File: src/rtl/alu4_seq_pkg.sv
// rtl/alu4_seq_pkg.sv - shared types and constants for the nibble-serial ALU sequencer
package alu4_seq_pkg;

   typedef enum logic [1:0] {
      IDLE = 2'd0,
      RUN  = 2'd1,
      DONE = 2'd2
   } state_t;

   localparam int NIB_DEFAULT = 4;

   localparam logic MODE_ARITH = 1'b0;
   localparam logic MODE_LOGIC = 1'b1;

   // Index counter must be at least one bit even for a single-nibble word.
   function automatic int idx_width(input int nib);
      return (nib > 1) ? $clog2(nib) : 1;
   endfunction

endpackage

File: src/rtl/alu4_seq_ctrl_if.sv
// rtl/alu4_seq_ctrl_if.sv - request/response and slice-side signals of the sequencer
interface alu4_seq_ctrl_if
   import alu4_seq_pkg::*;
#(
   parameter int NIB = NIB_DEFAULT
) ();

   logic              req_valid;
   logic              req_ready;
   logic [4*NIB-1:0]  req_a;
   logic [4*NIB-1:0]  req_b;
   logic [3:0]        req_sel;
   logic              req_mode;
   logic              req_cin;

   logic              rsp_valid;
   logic              rsp_ready;
   logic [4*NIB-1:0]  rsp_f;
   logic              rsp_cout;
   logic              rsp_eq;
   logic              rsp_zero;

   logic [3:0]        slc_a;
   logic [3:0]        slc_b;
   logic [3:0]        slc_sel;
   logic              slc_mode;
   logic              slc_cin;
   logic [3:0]        slc_f;
   logic              slc_cout;
   logic              slc_eq;

   modport slave (
      input  req_valid, req_a, req_b, req_sel, req_mode, req_cin,
      output req_ready,
      output rsp_valid, rsp_f, rsp_cout, rsp_eq, rsp_zero,
      input  rsp_ready,
      output slc_a, slc_b, slc_sel, slc_mode, slc_cin,
      input  slc_f, slc_cout, slc_eq
   );

   modport master (
      output req_valid, req_a, req_b, req_sel, req_mode, req_cin,
      input  req_ready,
      input  rsp_valid, rsp_f, rsp_cout, rsp_eq, rsp_zero,
      output rsp_ready,
      input  slc_a, slc_b, slc_sel, slc_mode, slc_cin,
      output slc_f, slc_cout, slc_eq
   );

endinterface

File: src/rtl/alu4_seq_dp.sv
// rtl/alu4_seq_dp.sv - operand/result registers, nibble mux, eq accumulator and carry register
module alu4_seq_dp
   import alu4_seq_pkg::*;
#(
   parameter int NIB = NIB_DEFAULT,
   parameter int IW  = 1
) (
   input  logic             clk,
   input  logic             rst_n,
   input  logic             i_load,
   input  logic             i_run,
   input  logic [IW-1:0]    i_idx,
   input  logic [4*NIB-1:0] i_a,
   input  logic [4*NIB-1:0] i_b,
   input  logic [3:0]       i_sel,
   input  logic             i_mode,
   input  logic             i_cin,
   input  logic [3:0]       i_slc_f,
   input  logic             i_slc_cout,
   input  logic             i_slc_eq,
   output logic [3:0]       o_slc_a,
   output logic [3:0]       o_slc_b,
   output logic [3:0]       o_slc_sel,
   output logic             o_slc_mode,
   output logic             o_slc_cin,
   output logic [4*NIB-1:0] o_f,
   output logic             o_cout,
   output logic             o_eq,
   output logic             o_zero
);

   logic [4*NIB-1:0] r_a;
   logic [4*NIB-1:0] r_b;
   logic [4*NIB-1:0] r_f;
   logic [3:0]       r_sel;
   logic             r_mode;
   logic             r_carry;
   logic             r_eq;

   logic [3:0]       w_na;
   logic [3:0]       w_nb;

   always_comb begin
      w_na = '0;
      w_nb = '0;
      for (int n = 0; n < NIB; n++) begin
         if (i_idx == n[IW-1:0]) begin
            w_na = r_a[4*n +: 4];
            w_nb = r_b[4*n +: 4];
         end
      end
   end

   always_ff @(posedge clk or negedge rst_n) begin
      if (!rst_n) begin
         r_a     <= '0;
         r_b     <= '0;
         r_f     <= '0;
         r_sel   <= '0;
         r_mode  <= MODE_ARITH;
         r_carry <= 1'b0;
         r_eq    <= 1'b0;
      end else if (i_load) begin
         r_a     <= i_a;
         r_b     <= i_b;
         r_f     <= '0;
         r_sel   <= i_sel;
         r_mode  <= i_mode;
         r_carry <= i_cin;
         r_eq    <= 1'b1;
      end else if (i_run) begin
         for (int n = 0; n < NIB; n++) begin
            if (i_idx == n[IW-1:0]) begin
               r_f[4*n +: 4] <= i_slc_f;
            end
         end
         r_eq <= r_eq & i_slc_eq;
         // Logic mode leaves the carry untouched so rsp_cout reports the original cin.
         if (r_mode == MODE_ARITH) begin
            r_carry <= i_slc_cout;
         end
      end
   end

   assign o_slc_a    = i_run ? w_na    : 4'h0;
   assign o_slc_b    = i_run ? w_nb    : 4'h0;
   assign o_slc_sel  = i_run ? r_sel   : 4'h0;
   assign o_slc_mode = i_run ? r_mode  : 1'b0;
   assign o_slc_cin  = i_run ? r_carry : 1'b0;

   assign o_f    = r_f;
   assign o_cout = r_carry;
   assign o_eq   = r_eq;
   assign o_zero = (r_f == '0);

endmodule

File: src/rtl/alu4_seq_ctrl.sv
// rtl/alu4_seq_ctrl.sv - nibble-serial sequencer top: FSM, handshakes and nibble index
module alu4_seq_ctrl
   import alu4_seq_pkg::*;
#(
   parameter int NIB = NIB_DEFAULT
) (
   input  logic            clk,
   input  logic            rst_n,
   alu4_seq_ctrl_if.slave  bus
);

   localparam int IW = idx_width(NIB);

   state_t          r_state;
   state_t          w_next;
   logic [IW-1:0]   r_idx;
   logic            w_accept;
   logic            w_run;
   logic            w_last;

   assign w_accept = (r_state == IDLE) && bus.req_valid;
   assign w_run    = (r_state == RUN);
   assign w_last   = (r_idx == IW'(NIB - 1));

   always_ff @(posedge clk or negedge rst_n) begin
      if (!rst_n) begin
         r_state <= IDLE;
      end else begin
         r_state <= w_next;
      end
   end

   always_comb begin
      w_next = r_state;
      case (r_state)
         IDLE:    if (bus.req_valid) w_next = RUN;
         RUN:     if (w_last)        w_next = DONE;
         DONE:    if (bus.rsp_ready) w_next = IDLE;
         default: w_next = IDLE;
      endcase
   end

   always_ff @(posedge clk or negedge rst_n) begin
      if (!rst_n) begin
         r_idx <= '0;
      end else if (w_accept) begin
         r_idx <= '0;
      end else if (w_run) begin
         r_idx <= w_last ? '0 : r_idx + IW'(1);
      end
   end

   assign bus.req_ready = (r_state == IDLE);
   assign bus.rsp_valid = (r_state == DONE);

   alu4_seq_dp #(
      .NIB (NIB),
      .IW  (IW)
   ) u_dp (
      .clk        (clk),
      .rst_n      (rst_n),
      .i_load     (w_accept),
      .i_run      (w_run),
      .i_idx      (r_idx),
      .i_a        (bus.req_a),
      .i_b        (bus.req_b),
      .i_sel      (bus.req_sel),
      .i_mode     (bus.req_mode),
      .i_cin      (bus.req_cin),
      .i_slc_f    (bus.slc_f),
      .i_slc_cout (bus.slc_cout),
      .i_slc_eq   (bus.slc_eq),
      .o_slc_a    (bus.slc_a),
      .o_slc_b    (bus.slc_b),
      .o_slc_sel  (bus.slc_sel),
      .o_slc_mode (bus.slc_mode),
      .o_slc_cin  (bus.slc_cin),
      .o_f        (bus.rsp_f),
      .o_cout     (bus.rsp_cout),
      .o_eq       (bus.rsp_eq),
      .o_zero     (bus.rsp_zero)
   );

endmodule

File: src/flat_wrapper.sv
// flat-port wrapper written by rule: the top's interface ports become plain ports
module alu4_seq_ctrl_flat import alu4_seq_pkg::*;
#(
   parameter int NIB = NIB_DEFAULT
)
  (clk, rst_n, bus_req_valid, bus_req_a, bus_req_b, bus_req_sel, bus_req_mode, bus_req_cin, bus_req_ready, bus_rsp_valid, bus_rsp_f, bus_rsp_cout, bus_rsp_eq, bus_rsp_zero, bus_rsp_ready, bus_slc_a, bus_slc_b, bus_slc_sel, bus_slc_mode, bus_slc_cin, bus_slc_f, bus_slc_cout, bus_slc_eq);
  alu4_seq_ctrl_if #(.NIB(NIB)) bus_i ();
  input  logic clk;
  input  logic rst_n;
  input wire logic [$bits(bus_i.req_valid)-1:0] bus_req_valid;
  input wire logic [$bits(bus_i.req_a)-1:0] bus_req_a;
  input wire logic [$bits(bus_i.req_b)-1:0] bus_req_b;
  input wire logic [$bits(bus_i.req_sel)-1:0] bus_req_sel;
  input wire logic [$bits(bus_i.req_mode)-1:0] bus_req_mode;
  input wire logic [$bits(bus_i.req_cin)-1:0] bus_req_cin;
  output wire logic [$bits(bus_i.req_ready)-1:0] bus_req_ready;
  output wire logic [$bits(bus_i.rsp_valid)-1:0] bus_rsp_valid;
  output wire logic [$bits(bus_i.rsp_f)-1:0] bus_rsp_f;
  output wire logic [$bits(bus_i.rsp_cout)-1:0] bus_rsp_cout;
  output wire logic [$bits(bus_i.rsp_eq)-1:0] bus_rsp_eq;
  output wire logic [$bits(bus_i.rsp_zero)-1:0] bus_rsp_zero;
  input wire logic [$bits(bus_i.rsp_ready)-1:0] bus_rsp_ready;
  output wire logic [$bits(bus_i.slc_a)-1:0] bus_slc_a;
  output wire logic [$bits(bus_i.slc_b)-1:0] bus_slc_b;
  output wire logic [$bits(bus_i.slc_sel)-1:0] bus_slc_sel;
  output wire logic [$bits(bus_i.slc_mode)-1:0] bus_slc_mode;
  output wire logic [$bits(bus_i.slc_cin)-1:0] bus_slc_cin;
  input wire logic [$bits(bus_i.slc_f)-1:0] bus_slc_f;
  input wire logic [$bits(bus_i.slc_cout)-1:0] bus_slc_cout;
  input wire logic [$bits(bus_i.slc_eq)-1:0] bus_slc_eq;
  assign bus_i.req_valid = bus_req_valid;
  assign bus_i.req_a = bus_req_a;
  assign bus_i.req_b = bus_req_b;
  assign bus_i.req_sel = bus_req_sel;
  assign bus_i.req_mode = bus_req_mode;
  assign bus_i.req_cin = bus_req_cin;
  assign bus_req_ready = bus_i.req_ready;
  assign bus_rsp_valid = bus_i.rsp_valid;
  assign bus_rsp_f = bus_i.rsp_f;
  assign bus_rsp_cout = bus_i.rsp_cout;
  assign bus_rsp_eq = bus_i.rsp_eq;
  assign bus_rsp_zero = bus_i.rsp_zero;
  assign bus_i.rsp_ready = bus_rsp_ready;
  assign bus_slc_a = bus_i.slc_a;
  assign bus_slc_b = bus_i.slc_b;
  assign bus_slc_sel = bus_i.slc_sel;
  assign bus_slc_mode = bus_i.slc_mode;
  assign bus_slc_cin = bus_i.slc_cin;
  assign bus_i.slc_f = bus_slc_f;
  assign bus_i.slc_cout = bus_slc_cout;
  assign bus_i.slc_eq = bus_slc_eq;
  alu4_seq_ctrl #(.NIB(NIB)) u_core (.clk(clk), .rst_n(rst_n), .bus(bus_i));
endmodule
File: config.mk
export PLATFORM = sky130hd
export DESIGN_NAME = alu4_seq_ctrl_flat
export DESIGN_NICKNAME = d
export VERILOG_FILES = /design/src/rtl/alu4_seq_pkg.sv /design/src/rtl/alu4_seq_ctrl_if.sv /design/src/rtl/alu4_seq_dp.sv /design/src/rtl/alu4_seq_ctrl.sv /design/src/flat_wrapper.sv
export SDC_FILE = /design/constraint.sdc
export NUM_CORES = 1
export LEC_CHECK = 0
export CAP_MARGIN = 20
export CORE_ASPECT_RATIO = 1.2
export CORE_MARGIN = 4
export CORE_UTILIZATION = 48
export CTS_CLUSTER_DIAMETER = 100
export CTS_CLUSTER_SIZE = 40
export DETAILED_ROUTE_END_ITERATION = 12
export PLACE_DENSITY_LB_ADDON = 0.25
export REMOVE_ABC_BUFFERS = 1
export SLEW_MARGIN = 5
export SYNTH_ARGS = -nofsm -noshare
export SYNTH_HDL_FRONTEND = slang
export SYNTH_SLANG_ARGS = --single-unit
File: constraint.sdc
create_clock -name clk -period 2.1 [get_ports clk]
set_input_delay 0.42 -clock clk [delete_from_list [all_inputs] [get_ports clk]]
set_output_delay 0.42 -clock clk [all_outputs]
set_load 0.02 [all_outputs]
Word-level counts from Yosys, hierarchy flattened
Cells that the tools add are included.
- register bits: 59
- input port bits: 48
- output and inout port bits: 35
- logic and storage cells: 69
- $add $sub $neg: 1
- equality and inequality tests: 9
- mux-type cells: 31
- bitwise logic cells: 1
- reductions and logical operators: 15
- operators by type and width (cell ; number):
    4-bit two-way mux ; 15
    16-bit two-way mux ; 2
    16-bit logical NOT ; 1
    2-bit two-way mux ; 6
    2-bit AND reduction ; 5
    2-bit nonzero test ; 5
    1-bit two-way mux ; 7
    2-bit == test (second input constant) ; 3
    2-bit case mux with 3 select lines ; 1
    2-bit by 1-bit == test with 1-bit output (second input constant) ; 2
    2-bit logical NOT ; 2
    2-bit by 1-bit != test with 1-bit output (second input constant) ; 2
    2-bit != test (second input constant) ; 2
    3-bit AND reduction ; 1
    2-bit by 1-bit adder with 2-bit output (second input constant) ; 1
    1-bit bitwise AND ; 1
    1-bit logical AND ; 1

Logic depth before layout (Yosys ltp)
- depth in word-level cells: 6
- gate-level depth with buffers: 6
- mapped depth without buffers: 5

Cells and area by module
From an unflattened synthesis, not the netlist that was laid out.
- cells, all modules: 205
- area, all modules: 2696.3 um^2
- by module, submodules not included (module ; times used ; cells an instance ; area each (um^2) ; sequential area each (um^2)):
    alu4_seq_dp ; 1 ; 189 ; 2511.2 ; 1376.3
    alu4_seq_ctrl ; 1 ; 16 ; 185.2 ; 100.1

Worst setup path after synthesis
No wires, ideal clock.
- path type: register to output
- start: register u_core.r_idx[0]
- end: output bus_slc_a[2]
- data arrival time: 1.966 ns
- data required time: 1.680 ns
- setup slack: -0.286 ns
- cell stages (with the launch flop): 7
- buffers on the path: 1
- cell sequence: dfrtp_1 > inv_1 > ha_1 > nor2b_1 > clkbuf_1 > a221oi_1 > o41ai_1
- cells in the longest elaborated chain, start to end: 6
- elaborated cells on any way between the ends: 9
- classes of those cells: eq/ne: 3; mux: 5; reduce/logical: 1
- RTL lines (item ; RTL line ; text):
    start: declaration ; alu4_seq_ctrl.sv:16 ; logic [IW-1:0] r_idx;
    start signal: assignment ; alu4_seq_ctrl.sv:49 ; r_idx <= w_last ? '0 : r_idx + IW'(1);
    2-bit logical NOT ; alu4_seq_dp.sv:47 ; if (i_idx == n[IW-1:0]) begin
    4-bit two-way mux (3 in series) ; alu4_seq_dp.sv:47 ;
    4-bit two-way mux (*) ; alu4_seq_dp.sv:47 ;
    4-bit two-way mux (*) ; alu4_seq_dp.sv:85 ; assign o_slc_a = i_run ? w_na : 4'h0;
    end: declaration ; flat_wrapper.sv:23 ; output wire logic [$bits(bus_i.slc_a)-1:0] bus_slc_a;
Every way passes the cells marked *; elsewhere a longest branch is shown, timed or not.

Worst setup path in the final report
- start: register u_core.r_idx[0]
- end: output bus_slc_a[0]
The elaborated chain is that of the path after synthesis.

==> parameters.txt <==
Parameter                              Value

Status
  Status ... finished, violations left
  Violations in the final reports ... setup timing

Worst setup path
  Master of the slowest instance on the critical path ... sky130_fd_sc_hd__dfrtp_1
  Launch instance of the worst register-to-register path ... u_core.r_state[0]$_DFFE_PN0P_
  Required time at the worst-slack endpoint ... 1.68 ns
  Critical R2R Capture ... u_core.u_dp.r_b[8]$_DFFE_PN0P_
  Startpoint Class ... flop
  Worst Reg2Reg Path Length in Cells ... 4
  Arrival time at the worst endpoint ... 1.92 ns
  Most frequent cell on the critical path ... sky130_fd_sc_hd__buf_4
  Critical Path End ... bus_slc_a[0]
  Cell breakdown of the critical path ... buf_4 -> buf_4 -> ha_4 -> buf_8 -> o41ai_4 -> buf_4
  Largest stage delay on the critical path ... 0.41 ns
  Crit. Startpoint ... u_core.r_idx[0]$_DFFE_PN0P_
  Crit end category ... output port
  Maximum fanout along the worst path ... 8
  Reg-to-reg slack, setup ... 0.33 ns
  Start-to-end type of the worst setup path ... flop to output port

Clock network
  Clock network latency to the later pin of the worst-skew pair ... 0.34 ns
  Clock buffers created by TritonCTS ... 9
  # H-tree levels ... 3
  Clock Path Buffers ... 2
  Clock sink count ... 59
  Master cell of the clock root buffer ... sky130_fd_sc_hd__clkbuf_8
  CTS tree ... done
  CTS clk-pin slew, worst paths ... 0.06 ns

Floorplanning
  Die W ... 79.0 um
  Top-Level Pins ... 83
  Floorplan Core Area ... 5780 sq um
  Die ar. ... 7360 sq um
  Starting density of the core ... 50.2%
  Site row count ... 30
  Die height ... 93.2 um

STA
  Transition time at the pin with the least slew margin ... 0.505 ns
  Final setup viols ... 8
  Highest Clock Rate ... 427 MHz
  Unrepaired setup endpoints after global routing ... yes
  Count of final hold-check violations ... 0
  Max-Slew Margin vs Limit ... 66.4%
  Setup total negative slack ... -1.56 ns
  Clock period minus worst slack ... 2.34 ns
  Setup skew after layout ... 0.00692 ns
  Setup slack after layout ... -0.241 ns
  Pins Over Slew Limit ... 0
  Portion of the clock cycle consumed by the worst path in the final layout ... 111%

Final layout
  P&R area growth vs syn ... 48.4%
  Total area of sequential cells ... 1480 sq um
  Number of fill cells ... 404
  Antenna cell count ... 0
  Share of final-layout standard cells stronger than drive strength 1 ... 34.1%
  Multi-input gate area in the final layout ... 1490 sq um
  # nets final ... 393
  Final Core Density ... 74.5%
  Non-filler instance count after layout ... 426

Logic synthesis
  Warning count from the yosys run ... 0
  Number of enable flip-flop cells after synthesis ... 0
  Cell type with the largest total area after synthesis ... sky130_fd_sc_hd__dfrtp_1
  Area share of the largest cell type after synthesis ... 50.9%
  Dominant combinational cell family by area after synthesis ... multiplexers
  Post-synthesis cell area ... 2900 sq um
  Post-Syn Instances ... 239
  Synthesized area per cell ... 12.1 sq um
  Dominant cells by area after synthesis ... sky130_fd_sc_hd__dfrtp_1 (51%), sky130_fd_sc_hd__mux2_4 (19%), sky130_fd_sc_hd__nand3_1 (4.0%), sky130_fd_sc_hd__a21oi_1 (3.1%), sky130_fd_sc_hd__nand2_1 (2.6%)
  Synth async-reset ratio ... 100%
  Netlist cell types ... 28
  Area share of fa/ha/maj cells after synthesis ... 1.72%
  Most instantiated library cell after synthesis ... sky130_fd_sc_hd__dfrtp_1
  Most used flip-flop cell after synthesis ... sky130_fd_sc_hd__dfrtp_1
  Portion of the post-synthesis area used by sequential elements ... 50.9%
  Share of the synthesized area in compound gates (AO/OA/AOI/OAI) ... 9.01%
  Mux share of post-synthesis cell area ... 19.0%
  Post-synthesis xor/xnor area fraction ... 0%
  Flop and latch count out of synthesis ... 59
  Synth top cells by count ... sky130_fd_sc_hd__dfrtp_1 (59), sky130_fd_sc_hd__mux2_4 (36), sky130_fd_sc_hd__nand3_1 (23), sky130_fd_sc_hd__nand2_1 (20), sky130_fd_sc_hd__a21oi_1 (18)
  Share of synthesized cell area in and, or, nand and nor gates ... 14.1%

Route
  Vias per std cell ... 5.26
  Total wire length ... 7.51 mm
  First-pass iteration count of the detailed router ... 4
  Detail-routed net length per standard cell ... 17.6 um
  Remaining design rule violation count ... 0
  Number of nets with antenna violations after routing ... 0
  DRT iter0 DRCs ... 109
  Vias after detailed routing ... 2240

Global route
  Met1 capacity usage during global routing ... 24.6%
  Global-route usage over all layers ... 20.2%
  Antenna violations before repair ... 0
  Via count of the first global-routing pass ... 2338
  Total congestion overflow ... 0
  Global-route wire length before repair ... 11.4 mm
  Pin count of the biggest net entering global routing ... 42
  GR Util met3 ... 3.95%
  M2 GR Usage ... 34.1%
  Busiest grt layer ... met2

Placement
  Port Buf Inserts ... 82
  Worst slack at placement ... -0.396 ns
  DPL Wire Length ... 4.81 mm
  Placed cells ... 404
  GP Congestion ... 0.848

Worst hold path
  Hold Path Class ... primary input to asynchronous set/reset pin

Pwr
  Leakage power of the design ... 1.96 nW
  Combinational share of power ... 57.8%
  Net Switching ... 2.76 mW
  Total Power ... 7.09 mW
  Peak supply drop ... 0.000882 V
  Power density of the placed cells ... 1640 nW/um^2
  Part of the power in registers ... 29.4%
  Switching fraction of total power ... 39.0%
  Clock network fraction of total power ... 12.8%
  Internal power ... 4.32 mW

Flow run
  Max-cap violations ... 0
flip-flops by register name, summed over array words and instances (netlist names):
name,flops
u_core.r_state,2
u_core.u_dp.o_cout,1
u_core.u_dp.o_f,16
u_core.u_dp.r_a,16
u_core.u_dp.r_b,16
u_core.u_dp.r_sel,4
u_core.r_idx,2
u_core.u_dp.o_eq,1
u_core.u_dp.r_mode,1
stage by stage:
| stage | area, sq um | hold slack, ns |
|---|---|---|
| global route | 4310 | 0.0801 |
| finish | 4310 | 0.0441 |
| CTS | 4150 | 0.0538 |
| detailed placement | 3890 | 0.418 |
| global placement | 3890 | 0.418 |
| floorplan | 2760 | 0.124 |
power by group through the flow:
stage,Clock [mW],Combinational (mW),Sequential [mW]
after floorplan,0,1.99,2.10
after global placement,0,3.55,2.01
after detailed placement,0,3.63,2.02
after CTS,0.922,3.67,2.04
after global routing,0.986,4.36,2.15
final,0.908,4.09,2.08
critical path: cells and delay by family (launching register included):
| family | cells | cell delay [ns] |
|---|---|---|
| buffers and inverters | 4 | 0.63 |
| adder cells (fa/ha/maj) | 1 | 0.17 |
| flip-flops | 1 | 0.41 |
| AO/OA/AOI/OAI | 1 | 0.38 |
cell families (layout without fill, tap and decap cells):
kind of cell | Yosys count | count (layout)
and+or+nand+nor | 77 | 77
adders and majority gates | 4 | 4
muxes | 37 | 37
DFF | 59 | 59
AOI/OAI and AO/OA | 40 | 40
buffers and inverters | 22 | 129
cells in the final DEF (no fill, tap or decap), drive strengths merged, types with 4 or more instances in the layout:
| cell type | Yosys | layout |
|---|---|---|
| a21oi | 18 | 18 |
| a221oi | 7 | 7 |
| and2 | 7 | 7 |
| buf | 7 | 37 |
| clkbuf | 12 | 20 |
| clkdlybuf4s50 | 0 | 64 |
| dfrtp | 59 | 59 |
| ha | 4 | 4 |
| mux2 | 37 | 37 |
| nand2 | 20 | 20 |
| nand3 | 23 | 23 |
| nand3b | 5 | 5 |
| nor2b | 10 | 10 |
| nor4 | 4 | 4 |
| o21ai | 5 | 5 |
| o41ai | 7 | 7 |
routing by layer:
metal,wire [um],part of all wire (%),vias to the layer above
met5,0,0,-
met4,92,1.2,0
met3,400,5.3,8
met2,4020,54,73
met1,3000,40,1094
li1,-,-,1065
layout make-up:
type                            instances  share of cell area, %
Multi-Input combinational cell        158                   34.5
Sequential cell                        59                   34.3
Timing Repair Buffer                  110                   24.7
Clock buffer                           14                   3.78
Tap cell                               80                   2.32
Inverter                                3                  0.261
Clock inverter                          2                  0.232
repair_timing:
action                                  in CTS  in global routing
setup buffers                                0                  6
hold buffers                                 0                  0
gates resized for setup                     77                 38
pin swaps                                    8                  4
endpoints found under the setup margin      17                 14
worst min path at each step:
stage | from | cells past startpoint | to
4_1_cts | rst_n | 1 | u_core.u_dp.o_f[0]$_DFFE_PN0P_
2_1_floorplan | rst_n | 0 | u_core.r_idx[0]$_DFFE_PN0P_
3_5_place_dp | rst_n | 1 | u_core.u_dp.o_f[0]$_DFFE_PN0P_
6_report | rst_n | 1 | u_core.u_dp.o_f[0]$_DFFE_PN0P_
3_3_place_gp | rst_n | 1 | u_core.u_dp.o_f[1]$_DFFE_PN0P_
5_1_grt | rst_n | 1 | u_core.u_dp.o_f[7]$_DFFE_PN0P_
(Power assumes the default switching activity.)
